File: config.mk
export PLATFORM = sky130hd
export DESIGN_NAME = cpu_sequencer_flat
export DESIGN_NICKNAME = d
export VERILOG_FILES = /design/src/rtl/cpu_sequencer_if.sv /design/src/rtl/cpu_sequencer.sv /design/src/flat_wrapper.sv
export SDC_FILE = /design/constraint.sdc
export NUM_CORES = 1
export LEC_CHECK = 0
export BUFFER_PORTS_ARGS = -buffer_cell sky130_fd_sc_hd__buf_4
export CORE_MARGIN = 2
export CORE_UTILIZATION = 50
export DETAILED_ROUTE_END_ITERATION = 8
export MAX_ROUTING_LAYER = met4
export PLACE_DENSITY = 0.84
export SLEW_MARGIN = 20
export SYNTH_ARGS = -nofsm -noshare
export SYNTH_HDL_FRONTEND = slang
export SYNTH_SLANG_ARGS = --single-unit
File: constraint.sdc
create_clock -name clk_i -period 2.9 [get_ports clk_i]
set_clock_uncertainty 0.05 [all_clocks]
set_input_delay 0 -clock clk_i [delete_from_list [all_inputs] [get_ports clk_i]]
set_output_delay 0 -clock clk_i [all_outputs]
set_load 0.005 [all_outputs]
File: src/rtl/cpu_sequencer_if.sv
// cpu_sequencer_if: debug control, decode vector, I/O handshakes and datapath strobes
// exchanged between the instruction sequencer (master) and the CPU datapath (slave).
interface cpu_sequencer_if #(
    parameter int PC_W  = 12,
    parameter int CNT_W = 16
);
    logic             run_i;
    logic             step_i;
    logic             halt_i;
    logic             bp_en_i;
    logic [PC_W-1:0]  bp_addr_i;
    logic [PC_W-1:0]  pc_i;
    logic [6:0]       ctrl_i;
    logic             inp_valid_i;
    logic             inp_ready_o;
    logic             out_valid_o;
    logic             out_ready_i;
    logic             ir_en_o;
    logic             pc_en_o;
    logic             acc_wen_o;
    logic             mem_ren_o;
    logic             mem_wen_o;
    logic             out_wen_o;
    logic             halted_o;
    logic             bp_hit_o;
    logic [2:0]       state_o;
    logic [CNT_W-1:0] icount_o;

    modport master (
        input  run_i, step_i, halt_i, bp_en_i, bp_addr_i, pc_i, ctrl_i,
               inp_valid_i, out_ready_i,
        output inp_ready_o, out_valid_o, ir_en_o, pc_en_o, acc_wen_o,
               mem_ren_o, mem_wen_o, out_wen_o, halted_o, bp_hit_o,
               state_o, icount_o
    );

    modport slave (
        output run_i, step_i, halt_i, bp_en_i, bp_addr_i, pc_i, ctrl_i,
               inp_valid_i, out_ready_i,
        input  inp_ready_o, out_valid_o, ir_en_o, pc_en_o, acc_wen_o,
               mem_ren_o, mem_wen_o, out_wen_o, halted_o, bp_hit_o,
               state_o, icount_o
    );
endinterface

File: src/rtl/cpu_sequencer.sv
// cpu_sequencer: FETCH/EXEC/MEM/IOWAIT/WB phase controller for the accumulator CPU,
// with run/halt/single-step/breakpoint debug control and I/O valid/ready handshakes.
module cpu_sequencer #(
    parameter int PC_W    = 12,
    parameter int CNT_W   = 16,
    parameter int MEM_LAT = 1
) (
    input logic             clk_i,
    input logic             rst_ni,
    cpu_sequencer_if.master bus
);
    typedef enum logic [2:0] {
        HALT   = 3'd0,
        FETCH  = 3'd1,
        EXEC   = 3'd2,
        MEM    = 3'd3,
        IOWAIT = 3'd4,
        WB     = 3'd5
    } state_t;

    state_t           state;
    logic [CNT_W-1:0] icount;
    logic [1:0]       lat_cnt;
    logic             bp_hit, step_q, skip, free_run, io_inp;
    logic             step_rise, bp_stop, no_io;
    logic             dec_inp, dec_out, dec_mr, dec_mw, dec_alu;
    logic             in_xfer, out_xfer;

    // Decode priority: INP > OUT > MR > MW > ALU|IMM > JMP/NOP
    assign no_io   = ~|bus.ctrl_i[6:5];
    assign dec_inp = bus.ctrl_i[5];
    assign dec_out = bus.ctrl_i[6] & ~bus.ctrl_i[5];
    assign dec_mr  = no_io & bus.ctrl_i[3];
    assign dec_mw  = no_io & ~bus.ctrl_i[3] & bus.ctrl_i[4];
    assign dec_alu = no_io & ~|bus.ctrl_i[4:3] & |bus.ctrl_i[1:0];

    assign step_rise = bus.step_i & ~step_q;
    // skip lets the instruction that stopped on a breakpoint execute once on resume
    assign bp_stop   = state == FETCH && bus.bp_en_i && !skip &&
                       PC_W'(bus.pc_i) == PC_W'(bus.bp_addr_i);

    // In IOWAIT the direction comes from the copy taken at EXEC, not the live ctrl_i
    assign in_xfer  = bus.inp_valid_i & ((state == EXEC & dec_inp) | (state == IOWAIT & io_inp));
    assign out_xfer = bus.out_ready_i & ((state == EXEC & dec_out) | (state == IOWAIT & ~io_inp));

    assign bus.ir_en_o     = state == FETCH && !bp_stop;
    assign bus.pc_en_o     = state == WB;
    assign bus.acc_wen_o   = in_xfer | (state == EXEC & dec_alu) | (state == MEM & lat_cnt == 2'd0);
    assign bus.mem_ren_o   = (state == EXEC & dec_mr) | state == MEM;
    assign bus.mem_wen_o   = state == EXEC & dec_mw;
    assign bus.out_wen_o   = out_xfer;
    assign bus.inp_ready_o = (state == EXEC & dec_inp) | (state == IOWAIT & io_inp);
    assign bus.out_valid_o = (state == EXEC & dec_out) | (state == IOWAIT & ~io_inp);
    assign bus.halted_o    = state == HALT;
    assign bus.bp_hit_o    = bp_hit;
    assign bus.state_o     = state;
    assign bus.icount_o    = icount;

    always_ff @(posedge clk_i) begin
        if (!rst_ni) begin
            state    <= HALT;
            icount   <= '0;
            lat_cnt  <= '0;
            bp_hit   <= 1'b0;
            step_q   <= 1'b0;
            skip     <= 1'b0;
            free_run <= 1'b0;
            io_inp   <= 1'b0;
        end else begin
            step_q <= bus.step_i;
            case (state)
                HALT: if (bus.run_i || step_rise) begin
                    state    <= FETCH;
                    free_run <= bus.run_i;
                    skip     <= 1'b1;
                    bp_hit   <= 1'b0;
                end
                FETCH: begin
                    skip  <= 1'b0;
                    state <= bp_stop ? HALT : EXEC;
                    if (bp_stop) bp_hit <= 1'b1;
                end
                EXEC: begin
                    io_inp  <= dec_inp;
                    lat_cnt <= 2'(MEM_LAT - 1);
                    state   <= (dec_inp | dec_out) ? ((in_xfer | out_xfer) ? WB : IOWAIT)
                                                   : (dec_mr ? MEM : WB);
                end
                MEM: begin
                    lat_cnt <= lat_cnt - 2'd1;
                    if (lat_cnt == 2'd0) state <= WB;
                end
                IOWAIT: if (in_xfer | out_xfer) state <= WB;
                WB: begin
                    icount <= icount + 1'b1;
                    state  <= (free_run && bus.run_i && !bus.halt_i) ? FETCH : HALT;
                end
                default: state <= HALT;
            endcase
        end
    end
endmodule

File: src/flat_wrapper.sv
// flat-port wrapper written by rule: the top's interface ports become plain ports
module cpu_sequencer_flat 
#(
    parameter int PC_W    = 12,
    parameter int CNT_W   = 16,
    parameter int MEM_LAT = 1
)
  (clk_i, rst_ni, bus_run_i, bus_step_i, bus_halt_i, bus_bp_en_i, bus_bp_addr_i, bus_pc_i, bus_ctrl_i, bus_inp_valid_i, bus_out_ready_i, bus_inp_ready_o, bus_out_valid_o, bus_ir_en_o, bus_pc_en_o, bus_acc_wen_o, bus_mem_ren_o, bus_mem_wen_o, bus_out_wen_o, bus_halted_o, bus_bp_hit_o, bus_state_o, bus_icount_o);
  cpu_sequencer_if #(.PC_W(PC_W), .CNT_W(CNT_W)) bus_i ();
  input logic clk_i;
  input logic rst_ni;
  input wire logic [$bits(bus_i.run_i)-1:0] bus_run_i;
  input wire logic [$bits(bus_i.step_i)-1:0] bus_step_i;
  input wire logic [$bits(bus_i.halt_i)-1:0] bus_halt_i;
  input wire logic [$bits(bus_i.bp_en_i)-1:0] bus_bp_en_i;
  input wire logic [$bits(bus_i.bp_addr_i)-1:0] bus_bp_addr_i;
  input wire logic [$bits(bus_i.pc_i)-1:0] bus_pc_i;
  input wire logic [$bits(bus_i.ctrl_i)-1:0] bus_ctrl_i;
  input wire logic [$bits(bus_i.inp_valid_i)-1:0] bus_inp_valid_i;
  input wire logic [$bits(bus_i.out_ready_i)-1:0] bus_out_ready_i;
  output wire logic [$bits(bus_i.inp_ready_o)-1:0] bus_inp_ready_o;
  output wire logic [$bits(bus_i.out_valid_o)-1:0] bus_out_valid_o;
  output wire logic [$bits(bus_i.ir_en_o)-1:0] bus_ir_en_o;
  output wire logic [$bits(bus_i.pc_en_o)-1:0] bus_pc_en_o;
  output wire logic [$bits(bus_i.acc_wen_o)-1:0] bus_acc_wen_o;
  output wire logic [$bits(bus_i.mem_ren_o)-1:0] bus_mem_ren_o;
  output wire logic [$bits(bus_i.mem_wen_o)-1:0] bus_mem_wen_o;
  output wire logic [$bits(bus_i.out_wen_o)-1:0] bus_out_wen_o;
  output wire logic [$bits(bus_i.halted_o)-1:0] bus_halted_o;
  output wire logic [$bits(bus_i.bp_hit_o)-1:0] bus_bp_hit_o;
  output wire logic [$bits(bus_i.state_o)-1:0] bus_state_o;
  output wire logic [$bits(bus_i.icount_o)-1:0] bus_icount_o;
  assign bus_i.run_i = bus_run_i;
  assign bus_i.step_i = bus_step_i;
  assign bus_i.halt_i = bus_halt_i;
  assign bus_i.bp_en_i = bus_bp_en_i;
  assign bus_i.bp_addr_i = bus_bp_addr_i;
  assign bus_i.pc_i = bus_pc_i;
  assign bus_i.ctrl_i = bus_ctrl_i;
  assign bus_i.inp_valid_i = bus_inp_valid_i;
  assign bus_i.out_ready_i = bus_out_ready_i;
  assign bus_inp_ready_o = bus_i.inp_ready_o;
  assign bus_out_valid_o = bus_i.out_valid_o;
  assign bus_ir_en_o = bus_i.ir_en_o;
  assign bus_pc_en_o = bus_i.pc_en_o;
  assign bus_acc_wen_o = bus_i.acc_wen_o;
  assign bus_mem_ren_o = bus_i.mem_ren_o;
  assign bus_mem_wen_o = bus_i.mem_wen_o;
  assign bus_out_wen_o = bus_i.out_wen_o;
  assign bus_halted_o = bus_i.halted_o;
  assign bus_bp_hit_o = bus_i.bp_hit_o;
  assign bus_state_o = bus_i.state_o;
  assign bus_icount_o = bus_i.icount_o;
  cpu_sequencer #(.PC_W(PC_W), .CNT_W(CNT_W), .MEM_LAT(MEM_LAT)) u_core (.clk_i(clk_i), .rst_ni(rst_ni), .bus(bus_i));
endmodule
==> flow_metrics.py <==
metrics = {
    "finish": {
        "final_nets": 285,
        "post_layout_nonfiller_instances": 274,
        "antennaDiodeCount": 0,
        "design_area_um2": 2060,
        "syn2layout_area_growth_pct": 37.6,
        "utilization_pct": 73.6,
        "drive_above_1_share_pct": 31.7,
    },
    "clock_tree": {
        "path_clk_slew_ps": 130,
        "cts_tree": "done",
        "clk_latency_ps": 310,
        "cts_root_buf": "clkbuf_4",
        "clock-sinks": 26,
        "post_cts_buffers": 0,
        "clock_path_buffers": 2,
        "cts_max_level": 1,
        "numCtsBuffers": 3,
    },
    "grt": {
        "grt_max_degree": 22,
        "grt_pass1_vias": 1478,
        "grt_pass1_wl_mm": 6.20,
        "grt-ovfl-total": 0,
        "antenna_found_initial": 0,
        "grt_usage_pct": 23.8,
    },
    "sta": {
        "drv_slew": 0,
        "post-route-period-util_pct": 80.3,
        "fmax_mhz": 429,
        "tightest_slew_ps": 648,
        "finalHoldViolCount": 0,
        "setup_viol": 0,
        "rsz0062_at_grt": "false",
        "post-route-worst-setup-slack_ps": 570,
        "tns_ps": 0,
        "worst_hold_slack_ps": 102,
        "relSlewSlack_pct": 56.8,
        "min_period_ps": 2330,
    },
    "placed_design": {
        "pre_cts_slack_ps": 907,
        "place_hpwl_mm": 2.81,
        "place_area_um2": 1980,
        "dpl.cell_count": 265,
        "place_congestion": 0.842,
        "numPortBuffers": 66,
    },
    "floorplanning": {
        "rows": 19,
        "start_util_pct": 53.5,
        "dieArea_um2": 3450,
        "io_pins": 68,
        "coreArea_um2": 2810,
        "die_width_um": 58.8,
        "die_h_um": 58.8,
    },
    "route": {
        "drtPass1Iterations": 6,
        "wirelength_mm": 3.81,
        "drtIter0Drc": 73,
        "detail-route-antenna-nets": 0,
        "routed_via_density": 5.64,
        "routedWlPerCell_um": 13.9,
        "vias": 1546,
        "drc": 3,
    },
    "outcome": {
        "outcome": "finished with violations",
        "violations": "DRC",
    },
    "logic_synthesis": {
        "ys_seq_area_share_pct": 34.7,
        "synth_area_um2": 1500,
        "syn_nets": 219,
        "synth_top_flop_cell": "dfxtp_1",
        "synth_top_area_share_pct": 34.7,
        "ys_ff_latch": 26,
        "synth_area_leaders": "dfxtp_1, xnor2_1, nor2_1, xor2_1, nand4_1",
        "yosysTopAreaCell": "dfxtp_1",
        "synth_edf_count": 0,
        "synthCells": 178,
        "syn_area_per_cell_um2": 8.43,
        "ys_async_sr_fraction_pct": 0,
        "synth.distinct_cells": 46,
        "yosysWarnings": 0,
    },
    "critical_path": {
        "end_kind": "primary output",
        "setup.worst_path.start_class": "flip-flop",
        "reg2reg_slack_ps": 830,
        "critPathKind": "flip-flop to primary output",
        "critPathMaxFanout": 19,
        "worst_ep_arrival_time_ps": 2280,
        "required_ps": 2850,
    },
    "pwr": {
        "p_leak_nw": 0.932,
        "power.total_mw": 1.05,
        "power_density_nw_per_um2": 511,
        "ir_worst_vdd_mv": 0.397,
    },
    "hold_path": {
        "min_path_type": "input pin to flip-flop",
    },
    "run": {
        "drv_cap": 0,
    },
}
==> final timing paths <==
| check | start | endpoint | cells after the start |
|---|---|---|---|
| worst max-delay path | u_core.bus.state_o[0]$_SDFFE_PN0P_ | bus_ir_en_o | 5 |
| worst min-delay path | bus_pc_i[6] | u_core.bus.state_o[1]$_SDFFE_PN0P_ | 5 |
| worst max register to register | u_core.bus.state_o[0]$_SDFFE_PN0P_ | u_core.bus.icount_o[12]$_SDFFE_PN0P_ | 4 |
| worst min register to register | u_core.skip$_SDFFE_PN0P_ | u_core.skip$_SDFFE_PN0P_ | 2 |
==> sequential cells by signal (all words and copies together), names as in the netlist <==
name and cells:
u_core.skip 1, u_core.bus.bp_hit_o 1, u_core.step_q 1, u_core.lat_cnt 2, u_core.bus.state_o 3, u_core.io_inp 1
u_core.free_run 1, u_core.bus.icount_o 16
==> cells in the final DEF (no fill, tap or decap), types with 2 or more instances in the layout <==
| cell type | count |
|---|---|
| xor2_1 | 7 |
| o21ai_0 | 8 |
| nand3_1 | 5 |
| mux2i_1 | 3 |
| nor3b_1 | 4 |
| and2_1 | 3 |
| a21oi_1 | 8 |
| nand2b_1 | 2 |
| nor2_1 | 22 |
| xnor2_1 | 15 |
| nand4b_1 | 2 |
| nand2_1 | 8 |
| a31oi_1 | 2 |
| nor3_1 | 2 |
| inv_1 | 7 |
| ha_1 | 2 |
| and3b_2 | 2 |
| dfxtp_1 | 26 |
| clkbuf_4 | 3 |
| dlygate4sd3_1 | 5 |
| nand4_1 | 9 |
| buf_4 | 66 |
| and4b_1 | 2 |
| and3_1 | 3 |
| or3_1 | 4 |
| a22oi_1 | 2 |
==> cells in the mapped netlist (4+ instances only) <==
library cell	n
or3_1	4
nand3_1	5
xnor2_1	15
a21oi_1	8
nor2_1	22
nand2_1	8
nand4_1	9
clkbuf_1	5
dfxtp_1	26
xor2_1	7
nor3b_1	4
inv_1	7
o21ai_0	8
==> what timing repair did <==
action / in CTS / in global routing
resized for setup: 0 / 0
hold buffers: 5 / 0
endpoints found under the hold margin: 7 / 0
==> layer usage <==
layer	GRT usage, %	share of wire, %
met4	7.47	2.3
met5	-	0
met1	27.0	42
met2	41.6	49
met3	4.84	6.3
==> power breakdown <==
group / switching [mW] / internal (mW)
clock network: 0.103 / 0.0767
registers: 0.0653 / 0.394
logic: 0.190 / 0.225
==> final cells by class <==
class	count	area, um2
clock buffers	4	36.3
inverters	7	26.3
flip-flops and latches	26	520
fillers	227	741
well taps	31	38.8
repair buffers	71	546
multi-input cells	135	897
==> critical path, cell delays in order (launching register included) <==
cell and delay (ps):
dfxtp_1 690, nor3b_1 470, nand4_1 180, nor4_1 390, nor2_1 80, buf_4 150
==> cell families (layout without fill, tap and decap cells) <==
group | Yosys count | after routing | synth area share [%]
simple gates | 79 | 79 | 31.0
compound gates | 29 | 29 | 12.3
flops | 26 | 26 | 34.7
xor+xnor | 22 | 22 | 12.8
buf+inv | 17 | 82 | 5.50
mux | 3 | 3 | 2.00
fa+ha+maj | 2 | 2 | 1.67
Note: power is estimated with default switching activity, not from simulation.
